==> config.mk <==
export PLATFORM = sky130hd
export DESIGN_NAME = logic_unit_pipe_flat
export DESIGN_NICKNAME = d
export VERILOG_FILES = /design/src/rtl/logic_unit_pkg.sv /design/src/rtl/logic_unit_if.sv /design/src/rtl/logic_unit_stage.sv /design/src/rtl/logic_unit_pipe.sv /design/src/flat_wrapper.sv
export SDC_FILE = /design/constraint.sdc
export NUM_CORES = 1
export LEC_CHECK = 0
export CAP_MARGIN = 20
export CORE_ASPECT_RATIO = 0.6
export CORE_MARGIN = 2
export CORE_UTILIZATION = 50
export DETAILED_ROUTE_END_ITERATION = 8
export HOLD_SLACK_MARGIN = 0.15
export PLACE_DENSITY = 0.78
export REMOVE_ABC_BUFFERS = 1
export SLEW_MARGIN = 40
export SYNTH_ARGS = -nofsm -noshare
export SYNTH_HDL_FRONTEND = slang
export SYNTH_SLANG_ARGS = --single-unit
export TNS_END_PERCENT = 100
==> constraint.sdc <==
create_clock -name clk -period 4.5 [get_ports clk]
set_input_delay 0.9 -clock clk [delete_from_list [all_inputs] [get_ports clk]]
set_output_delay 0.9 -clock clk [all_outputs]
set_load 0.005 [all_outputs]
==> src/rtl/logic_unit_pkg.sv <==
// Shared definitions for the pipelined logic unit: opcode width, opcode
// enumeration and the bitwise result function used by the S2 stage.
package logic_unit_pkg;

  localparam int OP_W  = 3;
  localparam int MAX_W = 64;

  typedef enum logic [OP_W-1:0] {
    OP_AND  = 3'd0,
    OP_OR   = 3'd1,
    OP_XOR  = 3'd2,
    OP_NOT  = 3'd3,
    OP_NAND = 3'd4,
    OP_NOR  = 3'd5,
    OP_XNOR = 3'd6,
    OP_PASS = 3'd7
  } op_e;

  // Computed at full width; callers truncate to their own WIDTH.
  function automatic logic [MAX_W-1:0] lu_eval(op_e op, logic [MAX_W-1:0] a,
                                                logic [MAX_W-1:0] b);
    logic [MAX_W-1:0] r;
    r = a;
    case (op)
      OP_AND:  r = a & b;
      OP_OR:   r = a | b;
      OP_XOR:  r = a ^ b;
      OP_NOT:  r = ~a;
      OP_NAND: r = ~(a & b);
      OP_NOR:  r = ~(a | b);
      OP_XNOR: r = ~(a ^ b);
      OP_PASS: r = a;
      default: r = a;
    endcase
    return r;
  endfunction

endpackage

==> src/rtl/logic_unit_if.sv <==
// Operand/result handshake bundle for logic_unit_pipe.
// The pop_cnt signal exists only when LOGIC_UNIT_POPCOUNT_EN is defined.
interface logic_unit_if #(parameter int WIDTH = 32);
  import logic_unit_pkg::*;

  logic              in_valid;
  logic              in_ready;
  logic [WIDTH-1:0]  in1;
  logic [WIDTH-1:0]  in2;
  logic [OP_W-1:0]   op;
  logic              out_valid;
  logic              out_ready;
  logic [WIDTH-1:0]  out;
  logic              zero;
  logic              all_ones;
`ifdef LOGIC_UNIT_POPCOUNT_EN
  localparam int PC_W = $clog2(WIDTH+1);
  logic [PC_W-1:0]   pop_cnt;

  modport master (output in_valid, in1, in2, op, out_ready,
                  input  in_ready, out_valid, out, zero, all_ones, pop_cnt);
  modport slave  (input  in_valid, in1, in2, op, out_ready,
                  output in_ready, out_valid, out, zero, all_ones, pop_cnt);
`else
  modport master (output in_valid, in1, in2, op, out_ready,
                  input  in_ready, out_valid, out, zero, all_ones);
  modport slave  (input  in_valid, in1, in2, op, out_ready,
                  output in_ready, out_valid, out, zero, all_ones);
`endif

endinterface

==> src/rtl/logic_unit_stage.sv <==
// Single valid/ready register slice. Accepts when empty or when its own
// content leaves on the same edge; payload is held while not advancing.
module logic_unit_stage #(
  parameter int W = 8
) (
  input  logic         clk,
  input  logic         rst_n,
  input  logic         in_valid_i,
  output logic         in_ready_o,
  input  logic [W-1:0] in_data_i,
  output logic         out_valid_o,
  input  logic         out_ready_i,
  output logic [W-1:0] out_data_o
);

  logic         valid_q, valid_d;
  logic [W-1:0] data_q,  data_d;

  assign in_ready_o  = !valid_q || out_ready_i;
  assign out_valid_o = valid_q;
  assign out_data_o  = data_q;

  // Next state: load on advance; data only changes when a real beat arrives.
  always_comb begin
    valid_d = valid_q;
    data_d  = data_q;
    if (in_ready_o) begin
      valid_d = in_valid_i;
      if (in_valid_i) data_d = in_data_i;
    end
  end

  // Slice registers, cleared asynchronously.
  always_ff @(posedge clk or negedge rst_n) begin
    if (!rst_n) begin
      valid_q <= 1'b0;
      data_q  <= '0;
    end else begin
      valid_q <= valid_d;
      data_q  <= data_d;
    end
  end

endmodule

==> src/rtl/logic_unit_pipe.sv <==
// Two-stage pipelined bitwise logic unit with Zero/AllOnes flags.
// Optional feature macro: LOGIC_UNIT_POPCOUNT_EN adds a registered
// population count of the result alongside the flags.
module logic_unit_pipe
  import logic_unit_pkg::*;
#(
  parameter int WIDTH = 32
) (
  input logic         clk,
  input logic         rst_n,
  logic_unit_if.slave bus
);

  localparam int S1_W = OP_W + 2*WIDTH;
`ifdef LOGIC_UNIT_POPCOUNT_EN
  localparam int PC_W = $clog2(WIDTH+1);
  localparam int S2_W = PC_W + 2 + WIDTH;
`else
  localparam int S2_W = 2 + WIDTH;
`endif

  logic              s1_valid;
  logic              s2_ready;
  logic [S1_W-1:0]   s1_data;
  op_e               s1_op;
  logic [WIDTH-1:0]  s1_a, s1_b, res;
  logic              res_zero, res_ones;
  logic [S2_W-1:0]   s2_in, s2_out;

  // S1: operands and opcode as presented.
  logic_unit_stage #(.W(S1_W)) u_s1 (
    .clk         (clk),
    .rst_n       (rst_n),
    .in_valid_i  (bus.in_valid),
    .in_ready_o  (bus.in_ready),
    .in_data_i   ({bus.op, bus.in2, bus.in1}),
    .out_valid_o (s1_valid),
    .out_ready_i (s2_ready),
    .out_data_o  (s1_data)
  );

  assign s1_a  = s1_data[WIDTH-1:0];
  assign s1_b  = s1_data[2*WIDTH-1:WIDTH];
  assign s1_op = op_e'(s1_data[S1_W-1 -: OP_W]);

  assign res      = WIDTH'(lu_eval(s1_op, MAX_W'(s1_a), MAX_W'(s1_b)));
  assign res_zero = (res == '0);
  assign res_ones = (res == '1);

`ifdef LOGIC_UNIT_POPCOUNT_EN
  logic [PC_W-1:0] res_pc;

  // Count set bits of the result before it is registered in S2.
  always_comb begin
    res_pc = '0;
    for (int i = 0; i < WIDTH; i++) res_pc = res_pc + PC_W'(res[i]);
  end

  assign s2_in = {res_pc, res_ones, res_zero, res};
  assign {bus.pop_cnt, bus.all_ones, bus.zero, bus.out} = s2_out;
`else
  assign s2_in = {res_ones, res_zero, res};
  assign {bus.all_ones, bus.zero, bus.out} = s2_out;
`endif

  // S2: registered result and flags, held under backpressure.
  logic_unit_stage #(.W(S2_W)) u_s2 (
    .clk         (clk),
    .rst_n       (rst_n),
    .in_valid_i  (s1_valid),
    .in_ready_o  (s2_ready),
    .in_data_i   (s2_in),
    .out_valid_o (bus.out_valid),
    .out_ready_i (bus.out_ready),
    .out_data_o  (s2_out)
  );

endmodule
==> src/flat_wrapper.sv <==
// flat-port wrapper written by rule: the top's interface ports become plain ports
module logic_unit_pipe_flat import logic_unit_pkg::*;
#(
  parameter int WIDTH = 32
)
  (clk, rst_n, bus_in_valid, bus_in1, bus_in2, bus_op, bus_out_ready, bus_in_ready, bus_out_valid, bus_out, bus_zero, bus_all_ones);
  logic_unit_if #(.WIDTH(WIDTH)) bus_i ();
  input logic clk;
  input logic rst_n;
  input wire logic [$bits(bus_i.in_valid)-1:0] bus_in_valid;
  input wire logic [$bits(bus_i.in1)-1:0] bus_in1;
  input wire logic [$bits(bus_i.in2)-1:0] bus_in2;
  input wire logic [$bits(bus_i.op)-1:0] bus_op;
  input wire logic [$bits(bus_i.out_ready)-1:0] bus_out_ready;
  output wire logic [$bits(bus_i.in_ready)-1:0] bus_in_ready;
  output wire logic [$bits(bus_i.out_valid)-1:0] bus_out_valid;
  output wire logic [$bits(bus_i.out)-1:0] bus_out;
  output wire logic [$bits(bus_i.zero)-1:0] bus_zero;
  output wire logic [$bits(bus_i.all_ones)-1:0] bus_all_ones;
  assign bus_i.in_valid = bus_in_valid;
  assign bus_i.in1 = bus_in1;
  assign bus_i.in2 = bus_in2;
  assign bus_i.op = bus_op;
  assign bus_i.out_ready = bus_out_ready;
  assign bus_in_ready = bus_i.in_ready;
  assign bus_out_valid = bus_i.out_valid;
  assign bus_out = bus_i.out;
  assign bus_zero = bus_i.zero;
  assign bus_all_ones = bus_i.all_ones;
  logic_unit_pipe #(.WIDTH(WIDTH)) u_core (.clk(clk), .rst_n(rst_n), .bus(bus_i));
endmodule
==> qor.yml <==
wirelength_um: 16560
grt_max_degree: 68
setup-tns-final_ns: 0
highest_layer: "met4"
ys_seq_area_share_pct: 35.58
reg2reg_depth: 7
cts_tree: "built"
stdcell_count: 986
cts_hold_buf: 0
path_clk_slew_ns: 0.07
maxCapViolations: 0
max_freq_mhz: 327.2
die_h_um: 97.24
synth_cells: 703
fp.coreArea_um2: 14340
cp.arrival_ns: 3.34
final_antenna_net_count: 0
finalSetupViolations: 0
pin_count: 107
synth-edff-count: 0
finalClockSkew_ns: 0.009372
syn_area_per_cell_um2: 10.31
grt.total_usage_pct: 21.74
post_cts_buffers: 0
maxSlewHeadroom_pct: 44.64
wl_met1_um: 7957
finalInstanceArea_um2: 8681
vias: 5462
power_leakage_nw: 3.847
layout-drive-gt1-share_pct: 14.59
grt_pass1_wl_um: 27260
root_buffer: "clkbuf_16"
timing.rr.end: "u_core.u_s2.out_data_o[32]$_DFFE_PN0P_"
initial_utilization_pct: 50.53
portBuffers: 106
numCtsBuffers: 9
cp-start-kind: "register"
synth-seq-cells: 103
htree_levels: 3
antenna_found_initial: 0
cp-end-kind: "register"
reg2reg_from: "u_core.u_s1.out_data_o[66]$_DFFE_PN0P_"
async_reset_ff_share_pct: 100.0
first_iter_violations: 390
finalCriticalPeriod_ns: 3.056
r2r_slack_ns: 1.44
grt-ovfl-total: 0
wl_met2_um: 7509
synth_ff_type: "dfrtp_1"
syn_to_final_growth_pct: 19.83
whs_path_depth: 2
cp.required_ns: 4.78
grt_pass1_vias: 5492
clk_latency_ns: 0.35
drc: 0
netlist_area_um2: 7244
power_density_nw_per_um2: 416.6
yosys.cell_types.count: 66
fillers: 1165
peakVddDrop_uv: 208.1
status: "finished, final reports clean"
num_rows: 34
worstSetupPathType: "reg -> reg"
cts_resized: 0
fin_crit_sh_pct: 67.91
rsz0062_at_grt: "no"
vias_per_cell: 5.540
fin_nets: 919
placed_cell_area_um2: 8391
worstHoldStart: "u_core.u_s2.out_data_o[6]$_DFFE_PN0P_"
wl_per_cell_um: 16.79
dieArea_um2: 15500
place_inst: 971
clock_sinks: 103
hold_viol: 0
slew_violations: 0
met3_length_um: 986
cts_max_path_buffers: 2
worstPathMaxFanout: 67
first_pass_iters: 5
tightest_slew_ns: 0.8304
hpwl_um: 12160
gp_congestion: 0.8514
die_w_um: 159.4
yosys_warnings: 0
holdPathEnd: "u_core.u_s2.out_data_o[6]$_DFFE_PN0P_"
hold_class: "reg -> reg"
diodes: 0
==> layout make-up <==
| cell class | count | area, um^2 | share of cell area, % |
|---|---|---|---|
| clock buffer | 9 | 225.2 | 2.594 |
| clock inverter | 6 | 61.31 | 0.7063 |
| inverter | 82 | 310.3 | 3.575 |
| multi-input combinational | 475 | 4126 | 47.54 |
| sequential | 103 | 2582 | 29.75 |
| tap | 198 | 247.7 | 2.854 |
| timing repair buffer | 113 | 1127 | 12.99 |
==> routing by layer <==
metal	GRT usage [%]	up-vias
met1	31.44	2676
met5	0	-
met2	34.58	167
met3	4.481	12
met4	3.147	0
li1	-	2607
==> logic make-up after synthesis <==
| kind of cell | Yosys count | share of synthesized area [%] |
|---|---|---|
| xor gates and xnor gates | 58 | 7.012 |
| and+or+nand+nor | 152 | 11.33 |
| DFF | 103 | 35.58 |
| muxes | 95 | 17.31 |
| AOI/OAI and AO/OA | 106 | 10.19 |
| buffers and inverters | 125 | 7.530 |
| adders and majority gates | 64 | 11.05 |
==> worst max-delay path by stage <==
stage | slack, ns | startpoint | depth (start not counted) | to
global placement | 1.50 | bus_out_ready | 7 | u_core.u_s2.out_data_o[33]$_DFFE_PN0P_
CTS | 1.49 | u_core.u_s1.out_data_o[66]$_DFFE_PN0P_ | 7 | u_core.u_s2.out_data_o[32]$_DFFE_PN0P_
finish | 1.44 | u_core.u_s1.out_data_o[66]$_DFFE_PN0P_ | 7 | u_core.u_s2.out_data_o[32]$_DFFE_PN0P_
global route | 1.22 | u_core.u_s1.out_data_o[66]$_DFFE_PN0P_ | 7 | u_core.u_s2.out_data_o[32]$_DFFE_PN0P_
floorplan | -0.17 | u_core.u_s1.out_data_o[66]$_DFFE_PN0P_ | 6 | u_core.u_s2.out_data_o[33]$_DFFE_PN0P_
detailed placement | 1.46 | bus_out_ready | 7 | u_core.u_s2.out_data_o[33]$_DFFE_PN0P_
==> stage by stage <==
stage | power, mW | util, % | hold WS [ns] | worst slack [ns]
after floorplan | 2.252 | - | 0.4726 | -0.1714
after global placement | 2.775 | 58.53 | 0.4627 | 1.497
after detailed placement | 2.855 | 58.53 | 0.4732 | 1.461
after CTS | 3.633 | 60.53 | 0.4882 | 1.495
after global routing | 3.854 | 60.55 | 0.5008 | 1.221
final | 3.616 | 60.55 | 0.4866 | 1.444
==> report_power, final <==
part | switching, mW | total, mW | internal, mW
logic | 0.685 | 1.49 | 0.809
registers | 0.226 | 1.35 | 1.13
clock network | 0.340 | 0.768 | 0.427
==> cell usage after synthesis (3+ instances only) <==
library cell	n	area, um^2
a211oi_1	5	37.54
buf_2	16	80.08
buf_6	3	33.78
and3b_1	5	43.79
mux4_1	4	105.1
a2bb2oi_1	5	43.79
inv_1	81	304.0
o31ai_1	4	30.03
clkbuf_1	16	60.06
a21oi_1	10	50.05
mux2i_1	9	90.09
and3_1	3	18.77
a221o_1	5	50.05
dfrtp_1	103	2577
xnor2_1	36	315.3
mux4_2	12	270.3
a221oi_1	4	35.03
o21ai_0	33	165.2
nor2_1	20	75.07
nor2b_1	5	31.28
buf_1	3	11.26
nand2_1	49	183.9
xor2_1	22	192.7
o22ai_1	4	25.02
mux2_2	70	788.3
nor3b_1	5	37.54
a32o_1	3	30.03
nor3_1	15	75.07
a22o_1	4	35.03
nand4_1	3	18.77
buf_4	4	30.03
ha_1	64	800.8
or3_1	4	25.02
nand3_1	5	25.02
a31oi_1	7	43.79
nand2b_1	8	50.05
nor4bb_1	3	30.03
nand3b_1	3	22.52
nor4_1	7	43.79
==> flip-flops by register name (all words and copies together), names as in the netlist <==
register and count:
u_core.u_s2.out_valid_o 1, u_core.u_s1.out_valid_o 1, u_core.u_s1.out_data_o 67, u_core.u_s2.out_data_o 34
==> critical path: stages (launching register included) <==
cell     delay [ns]
dfrtp_4        0.95
buf_4          0.67
and3_1         0.29
nand3_1        0.09
a31oi_1        0.28
nand4_1        0.13
nor4_1         0.32
a32o_1         0.20
==> cells in the final DEF (no fill, tap or decap), types with 3 or more instances in the layout <==
cell               n
dfrtp_1          101
a21oi_1           10
buf_4              6
o22ai_1            4
nor2b_1            5
clkinv_2           3
mux4_1             4
a221oi_1           4
xor2_1            22
clkdlybuf4s50_1  105
a211oi_1           5
a221o_1            5
a32o_1             3
nor4_1             7
ha_1              64
mux2i_1            9
inv_1             81
nand3_1            5
o21ai_0           33
nor4bb_1           3
nor3b_1            5
or3_1              4
o31ai_1            4
nand2_1           47
a2bb2oi_1          5
mux2_2            70
a31oi_1            7
nor3_1            15
and3_1             3
clkbuf_16          9
and3b_1            5
nand4_1            3
xnor2_1           36
nand2b_1           8
nand3b_1           3
a22o_1             4
nor2_1            20
mux4_2            12
(Power assumes the default switching activity.)
